`config.mk`:
```
export PLATFORM = sky130hd
export DESIGN_NAME = sync_fifo_ctrl
export DESIGN_NICKNAME = d
export VERILOG_FILES = /design/src/rtl/sync_fifo_ctrl.sv
export SDC_FILE = /design/constraint.sdc
export NUM_CORES = 1
export LEC_CHECK = 0
export ABC_AREA = 1
export BUFFER_PORTS_ARGS = -buffer_cell sky130_fd_sc_hd__buf_4
export CORE_AREA = 2 2 143 145
export DETAILED_ROUTE_END_ITERATION = 7
export DIE_AREA = 0 0 145 147
export PLACE_DENSITY = 0.72
export SETUP_SLACK_MARGIN = 0.15
export SLEW_MARGIN = 40
export SYNTH_ARGS = -nofsm -noshare
export SYNTH_HDL_FRONTEND = slang
export SYNTH_SLANG_ARGS = --single-unit
export TNS_END_PERCENT = 1
```
`constraint.sdc`:
```
create_clock -name clk -period 3.4 [get_ports clk]
set_input_delay 0.17 -clock clk [delete_from_list [all_inputs] [get_ports clk]]
set_output_delay 0.17 -clock clk [all_outputs]
set_load 0.02 [all_outputs]
```
`src/rtl/sync_fifo_ctrl.sv`:
```
// -----------------------------------------------------------------------------
// sync_fifo_ctrl
//
// Single-clock FIFO over a dual-pointer circular buffer. The storage is an
// inferred two-port memory (one write port, one registered read port). This
// block owns the pointers, the occupancy count, the status flags and the
// one-cycle overflow/underflow pulses.
//
// Ports:
//   clk          in   single clock, rising edge
//   rst_n        in   asynchronous active-low reset
//   wr_en        in   push request
//   din          in   push data, written when the push is accepted
//   rd_en        in   pop request
//   dout         out  popped word, registered (1-cycle read latency)
//   dout_valid   out  dout holds the word of a pop accepted last cycle
//   full         out  count == DEPTH
//   empty        out  count == 0
//   almost_full  out  count >= AF_LEVEL
//   almost_empty out  count <= AE_LEVEL
//   count        out  occupancy 0..DEPTH
//   overflow     out  pulse: a push was rejected last cycle
//   underflow    out  pulse: a pop was rejected last cycle
// -----------------------------------------------------------------------------
module sync_fifo_ctrl #(
  parameter int DATA_WIDTH = 8,
  parameter int ADDR_WIDTH = 5,
  parameter int AF_LEVEL   = 28,
  parameter int AE_LEVEL   = 4
) (
  input  logic                  clk,
  input  logic                  rst_n,
  input  logic                  wr_en,
  input  logic [DATA_WIDTH-1:0] din,
  input  logic                  rd_en,
  output logic [DATA_WIDTH-1:0] dout,
  output logic                  dout_valid,
  output logic                  full,
  output logic                  empty,
  output logic                  almost_full,
  output logic                  almost_empty,
  output logic [ADDR_WIDTH:0]   count,
  output logic                  overflow,
  output logic                  underflow
);

  localparam int DEPTH = 1 << ADDR_WIDTH;

  // All occupancy thresholds are held at count width so comparisons are exact.
  localparam logic [ADDR_WIDTH:0] DEPTH_C = (ADDR_WIDTH+1)'(DEPTH);
  localparam logic [ADDR_WIDTH:0] AF_C    = (ADDR_WIDTH+1)'(AF_LEVEL);
  localparam logic [ADDR_WIDTH:0] AE_C    = (ADDR_WIDTH+1)'(AE_LEVEL);
  localparam logic [ADDR_WIDTH:0] ONE_C   = (ADDR_WIDTH+1)'(1);
  localparam logic [ADDR_WIDTH:0] ZERO_C  = '0;

  logic [DATA_WIDTH-1:0] mem [DEPTH];

  logic [ADDR_WIDTH:0]   wr_ptr_q;
  logic [ADDR_WIDTH:0]   rd_ptr_q;
  logic [ADDR_WIDTH:0]   count_q;
  logic [ADDR_WIDTH:0]   count_d;
  logic [DATA_WIDTH-1:0] dout_q;
  logic                  dout_valid_q;
  logic                  full_q;
  logic                  empty_q;
  logic                  almost_full_q;
  logic                  almost_empty_q;
  logic                  overflow_q;
  logic                  underflow_q;

  logic                  push_ok;
  logic                  pop_ok;

  // Acceptance uses the registered flags. Because a pop needs ~empty, the
  // read slot can never equal the slot written in the same cycle.
  assign push_ok = wr_en & ~full_q;
  assign pop_ok  = rd_en & ~empty_q;

  always_comb begin
    count_d = count_q;
    case ({push_ok, pop_ok})
      2'b10:   count_d = count_q + ONE_C;
      2'b01:   count_d = count_q - ONE_C;
      default: count_d = count_q;
    endcase
  end

  // Storage write port; contents are deliberately not reset.
  always_ff @(posedge clk) begin
    if (push_ok) begin
      mem[wr_ptr_q[ADDR_WIDTH-1:0]] <= din;
    end
  end

  always_ff @(posedge clk or negedge rst_n) begin
    if (!rst_n) begin
      wr_ptr_q       <= '0;
      rd_ptr_q       <= '0;
      count_q        <= '0;
      dout_q         <= '0;
      dout_valid_q   <= 1'b0;
      full_q         <= 1'b0;
      empty_q        <= 1'b1;
      almost_full_q  <= (AF_LEVEL == 0);
      almost_empty_q <= 1'b1;
      overflow_q     <= 1'b0;
      underflow_q    <= 1'b0;
    end else begin
      if (push_ok) begin
        wr_ptr_q <= wr_ptr_q + ONE_C;
      end
      // dout holds its last value when no pop is accepted.
      if (pop_ok) begin
        rd_ptr_q <= rd_ptr_q + ONE_C;
        dout_q   <= mem[rd_ptr_q[ADDR_WIDTH-1:0]];
      end
      dout_valid_q   <= pop_ok;
      count_q        <= count_d;
      // Flags come from the next-state count so they line up with count.
      full_q         <= (count_d == DEPTH_C);
      empty_q        <= (count_d == ZERO_C);
      almost_full_q  <= (count_d >= AF_C);
      almost_empty_q <= (count_d <= AE_C);
      overflow_q     <= wr_en & full_q;
      underflow_q    <= rd_en & empty_q;
    end
  end

  assign dout         = dout_q;
  assign dout_valid   = dout_valid_q;
  assign full         = full_q;
  assign empty        = empty_q;
  assign almost_full  = almost_full_q;
  assign almost_empty = almost_empty_q;
  assign count        = count_q;
  assign overflow     = overflow_q;
  assign underflow    = underflow_q;

endmodule

```
==> results of run 1 <==
[cell usage after synthesis]
| master | n |
|---|---|
| buf_6 | 2 |
| nand2_2 | 8 |
| nor2_8 | 1 |
| nand3_2 | 3 |
| nand3_1 | 38 |
| buf_2 | 17 |
| inv_2 | 6 |
| o21ai_1 | 25 |
| dfrtp_1 | 29 |
| xor2_2 | 1 |
| edfxtp_1 | 256 |
| xnor2_1 | 2 |
| o21ai_0 | 112 |
| clkinv_1 | 5 |
| nand2_4 | 1 |
| clkbuf_1 | 23 |
| nand3b_1 | 1 |
| a21oi_1 | 1 |
| dfstp_2 | 2 |
| nand4_1 | 18 |
| o22ai_1 | 32 |
| nand2_1 | 91 |
| inv_1 | 22 |
| xor2_1 | 7 |
| o211ai_1 | 32 |
| buf_4 | 7 |
| buf_1 | 3 |
| o21ai_4 | 1 |
| ha_1 | 7 |
| nor2_1 | 202 |
| or2_2 | 2 |
[through the flow]
stage	setup WS [ps]	instance area [µm²]	power [µW]	std cells
3_5_place_dp	1140	12100	8180	1214
6_report	1130	13100	11200	1267
5_1_grt	975	13100	11800	1267
3_3_place_gp	1180	12100	8130	1214
2_1_floorplan	1190	11700	7030	957
4_1_cts	1150	13100	11200	1267
[kinds of logic (layout without fill, tap and decap cells)]
kind of cell / count (synthesis) / in the layout / synth area share
and+or+nand+nor: 365 / 365 / 0.131
adders and majority gates: 7 / 7 / 0.00748
AOI/OAI and AO/OA: 203 / 203 / 0.0980
DFF: 287 / 287 / 0.723
xor gates and xnor gates: 10 / 10 / 0.00812
buffers and inverters: 85 / 125 / 0.0326
[metal layers]
| layer | part of all wire | up-vias | GRT usage |
|---|---|---|---|
| met1 | 0.43 | 3644 | 0.369 |
| met4 | 0.030 | 0 | 0.0876 |
| li1 | - | 3467 | - |
| met5 | 0 | - | 0 |
| met2 | 0.47 | 324 | 0.392 |
| met3 | 0.078 | 59 | 0.0339 |
[critical path, stage by stage, from the launching register on]
cell and delay, ps:
dfrtp_4 660, clkinv_2 110, buf_4 530, nor2_1 90, o211ai_1 300, nand3_1 180, nand4_1 110, nand3_1 110
nand2_1 80
[area by class of cell]
type                       count  area, µm²  area share
clock buffer                  35        778      0.0594
inverter                      33        125     0.00956
tap                          270        338      0.0258
multi-input combinational    585       2900       0.221
clock inverter                15        133      0.0101
sequential                   287       8470       0.647
timing repair buffer          42        348      0.0266
[power groups by stage]
stage               Combinational (µW)  Clock, µW  Sequential [µW]
floorplan                         2490          0             4540
global placement                  3540          0             4590
detailed placement                3590          0             4590
CTS                               3610       3080             4520
global route                      4010       3200             4560
finish                            3670       3040             4520
[registers in the layout, summed over array words and instances (netlist names)]
register	flops
almost_empty	1
almost_full	1
count	6
dout	8
dout_valid	1
empty	1
full	1
mem	256
overflow	1
rd_ptr_q	5
underflow	1
wr_ptr_q	5
[repair_timing]
action,in CTS,in global routing
endpoints found under the hold margin,34,0
endpoints found under the setup margin,0,0
hold buffers,3,0
[worst paths after layout]
kind,from,end,slack [ps],cells after the start
max reg2reg,rd_ptr_q[0],dout[4],1130,8
min,din[3],mem[28][3],70,1
min in group asynchronous,rst_n,dout_valid,140,2
min reg2reg,full,overflow,500,2
max,rd_ptr_q[0],dout[4],1130,8
max in group asynchronous,rst_n,rd_ptr_q[0],2910,2
==> impl_metrics.tcl, run 1 <==
set metrics [dict create \
    p_clk_frac 0.271 \
    initial_core_util 0.590 \
    areaGrowthSynthToFinish_pct 11.8 \
    vias 7494 \
    synth_nets 976 \
    finalHoldViolCount 0 \
    setup_viol 0 \
    drc 0 \
    diodes 0 \
    gp_congestion 0.879 \
    switching_share 0.368 \
    p_int_uw 7090 \
    grt_antenna_before_repair 0 \
    final_antenna_net_count 0 \
    clk_latency_ps 540 \
    max_clock_freq_ghz 0.440 \
    grt_max_degree 99 \
    holdCritPathClass "in -> reg" \
    synth.area.top_cells "edfxtp_1 66%, nor2_1 6.5%, dfrtp_1 6.2%" \
    post_cts_resized 0 \
    vias_per_cell 5.91 \
    h-tree-depth 1 \
    wire_per_inst_um 21.0 \
    ys_ff_latch 287 \
    core_um2 19800 \
    fp.dieH_um 147 \
    fin_crit_ps 2270 \
    power_frac_comb 0.327 \
    tightest_slew_ps 868 \
    cts_tree "done" \
    maxCapViolations 0 \
    report.final.slew_viol_count 0 \
    ios 33 \
    start_kind "register" \
    rsz0062_at_grt "no" \
    drive_gt1_frac 0.123 \
    tns_ps 0 \
    drtIter0Drc 709 \
    syn_inst 957 \
    grt_pass1_vias 7155 \
    first_pass_iters 5 \
    critPathRequiredTime_ps 3880 \
    ys_warn_count 0 \
    p_per_area_nw_per_um2 857 \
    avgSynthCellArea_um2 12.2 \
    peakVddDrop_uv 728 \
    synth_area_leader_cell "edfxtp_1" \
    numCtsBuffers 28 \
    layout.nets 996 \
    layout_commonest_cell "edfxtp_1" \
    cts_sinks 287 \
    p_leak_uw 0.00449 \
    routed_wl_um 26600 \
    p_sw_uw 4130 \
    num_rows 52 \
    port_buffers 32 \
    slew_headroom 0.419 \
    synth_top_area_frac 0.656 \
    track_usage 0.250 \
    dp_hpwl_um 15700 \
    final_cell_mix "256 x edfxtp_1, 188 x nor2_1, 112 x o21ai_0" \
    yosysUniqueCellTypes 31 \
    power.share.sequential 0.403 \
    clock_skew_ps 10.2 \
    die_x_um 145 \
    postCtsSetupBuffers 0 \
    grt_pass1_wl_um 40800 \
    crit_path_end_kind "register" \
    cts-root-buf "clkbuf_16" \
    clock_path_buffers 3 \
    critPathMaxFanout 60 \
    crit_type "reg -> reg" \
    cp_data_arrival_time_ps 2750 \
    status "finished clean" \
    grt_overflow_total 0 \
    period_share 0.668 \
    clk_pin_slew_ps 60 \
    fin_hold_ws_ps 67.7 \
    final_util 0.660 \
    syn_area_um2 11700 \
    synth-seq-area-share 0.723 \
    dieArea_um2 21300 \
    n_fill_cell 1454 \
]
Power figures use the tool's default switching activity.
==> run 2: changes to the inputs <==
- CORE_AREA: 2 2 143 145 -> 2 2 148 150
- DIE_AREA: 0 0 145 147 -> 0 0 150 152
- PLACE_DENSITY: 0.72 -> 0.71
- clock period: 3.4 -> 2 ns (I/O delays scaled with it)
==> impl_metrics.tcl, run 2 (synthesis results as in run 1) <==
set metrics [dict create \
    status "finished clean" \
    finalHoldViolCount 0 \
    setup_viol 0 \
    p_sw_uw 7520 \
    layout.nets 1058 \
    switching_share 0.370 \
    dp_hpwl_um 16700 \
    cts_tree "done" \
    peakVddDrop_uv 977 \
    clock_path_buffers 3 \
    grt_overflow_total 0 \
    wire_per_inst_um 21.4 \
    holdCritPathClass "in -> reg" \
    drive_gt1_frac 0.184 \
    routed_wl_um 28800 \
    track_usage 0.244 \
    grt_pass1_vias 7320 \
    p_leak_uw 0.00490 \
    clock_skew_ps 7.88 \
    layout_commonest_cell "edfxtp_1" \
    initial_core_util 0.549 \
    r2r_setup_slack_ps 190 \
    maxCapViolations 0 \
    r2r_end "dout[4]" \
    numCtsBuffers 29 \
    crit_path_end_kind "register" \
    p_int_uw 12800 \
    vias 7740 \
    cts_sinks 287 \
    tightest_slew_ps 575 \
    start_kind "register" \
    worstHoldPathCells 1 \
    crit_path_max_incr_delay_ps 560 \
    slew_headroom 0.616 \
    clk_pin_slew_ps 60 \
    h-tree-depth 1 \
    vias_per_cell 5.77 \
    fin_area_um2 13800 \
    tns_ps 0 \
    core_um2 21400 \
    port_buffers 32 \
    largest_register_ffs 256 \
    n_fill_cell 1613 \
    die_x_um 150 \
    hold_path_end "mem[31][5]" \
    areaGrowthSynthToFinish_pct 18.2 \
    grt_pass1_wl_um 42300 \
    grt_antenna_before_repair 0 \
    grt_max_degree 74 \
    power.share.sequential 0.375 \
    gp_congestion 0.889 \
    min-delay-start "din[5]" \
    report.final.slew_viol_count 0 \
    r2r_start "rd_ptr_q[0]" \
    final_antenna_net_count 0 \
    dpl-instance-area_um2 12600 \
    cp_slowest_cell "dfrtp_4" \
    ios 33 \
    path_cells "buf_12 > clkbuf_16 > o21ai_0 > o21ai_1 > o211ai_1 > nand4_1 > nand3_1 > nand2_1" \
    p_clk_frac 0.255 \
    cts-root-buf "clkbuf_16" \
    dieArea_um2 22800 \
    critPathRequiredTime_ps 2430 \
    rsz0062_at_grt "yes" \
    fp.dieH_um 152 \
    cp_data_arrival_time_ps 2240 \
    fin_crit_ps 1810 \
    first_pass_iters 5 \
    critPathMaxFanout 30 \
    power_frac_comb 0.370 \
    worstRegToRegCells 8 \
    max_clock_freq_ghz 0.551 \
    drtIter0Drc 704 \
    final_cell_mix "256 x edfxtp_1, 196 x nor2_1, 107 x o21ai_0" \
    clk_latency_ps 540 \
    drc 0 \
    period_share 0.907 \
    p_per_area_nw_per_um2 1470 \
    num_rows 54 \
    crit_type "reg -> reg" \
    diodes 0 \
    final_util 0.648 \
]
-- run 2: changes by cell type in the layout (fill, tap and decap cells not counted), moves of 4 or more --
| cell | delta |
|---|---|
| nand3_1 | -4 |
| clkbuf_16 | +4 |
| nor2_1 | +8 |
| o22ai_1 | -4 |
| nand3_2 | +4 |
| nor2_2 | -11 |
| buf_4 | +49 |
| o21ai_0 | -5 |
| o22ai_2 | +4 |
-- run 2: worst max-delay path by stage --
stage          cells past startpoint        start  endpoint  slack (ps)
6_report                           8  rd_ptr_q[0]   dout[4]         190
5_1_grt                           11        empty     empty          90
4_1_cts                           11        empty      full         140
3_5_place_dp                      15         full      full          80
3_3_place_gp                      13        empty     empty         120
2_1_floorplan                     11        empty     empty          70
-- run 2: power by group through the flow --
| stage | sequential [µW] | clock (µW) | combinational (µW) |
|---|---|---|---|
| final | 7620 | 5190 | 7530 |
| after global routing | 7680 | 5480 | 8190 |
| after CTS | 7580 | 5240 | 6750 |
| after detailed placement | 7690 | 0 | 6660 |
| after global placement | 7680 | 0 | 6560 |
| after floorplan | 7720 | 0 | 4270 |
-- run 2: timing repair --
item                                    CTS  global route
cloned                                    0             6
pin swaps                                 6            19
endpoints found under the setup margin    5            11
setup buffers                             3             3
hold endpoints to repair                 34             0
hold buffers                              3             0
gates resized for setup                   8            28
-- run 2: cell type report --
cell class / count / area (µm²) / area share
flip-flops and latches: 287 / 8470 / 0.612
multi-input cells: 585 / 3000 / 0.217
repair buffers: 103 / 965 / 0.0697
clock buffers: 35 / 778 / 0.0562
well taps: 280 / 350 / 0.0253
clock inverters: 18 / 140 / 0.0101
inverters: 33 / 131 / 0.00949
-- run 2: metrics by stage --
step / hold slack, ps / cells / total power [µW] / worst slack [ps]
6_report: 5.67 / 1341 / 20300 / 187
5_1_grt: 10.9 / 1341 / 21300 / 86.6
4_1_cts: 3.41 / 1332 / 19600 / 145
3_5_place_dp: 68.4 / 1273 / 14400 / 82.6
3_3_place_gp: 67.5 / 1273 / 14200 / 124
2_1_floorplan: -196 / 957 / 12000 / 73.9
-- run 2: critical path, delay by kind of cell, from the launching register on --
kind | cells | cell delay [ps]
buffers and inverters | 2 | 350
AO/OA/AOI/OAI | 3 | 520
AND/OR/NAND/NOR | 3 | 260
flip-flops | 1 | 560
-- run 2: layer usage --
| layer | wire length (µm) | global-route usage | vias to the layer above |
|---|---|---|---|
| li1 | - | - | 3599 |
| met1 | 11800 | 0.359 | 3771 |
| met2 | 13900 | 0.383 | 312 |
| met3 | 2270 | 0.0402 | 58 |
| met4 | 786 | 0.0633 | 0 |
| met5 | 0 | 0 | - |
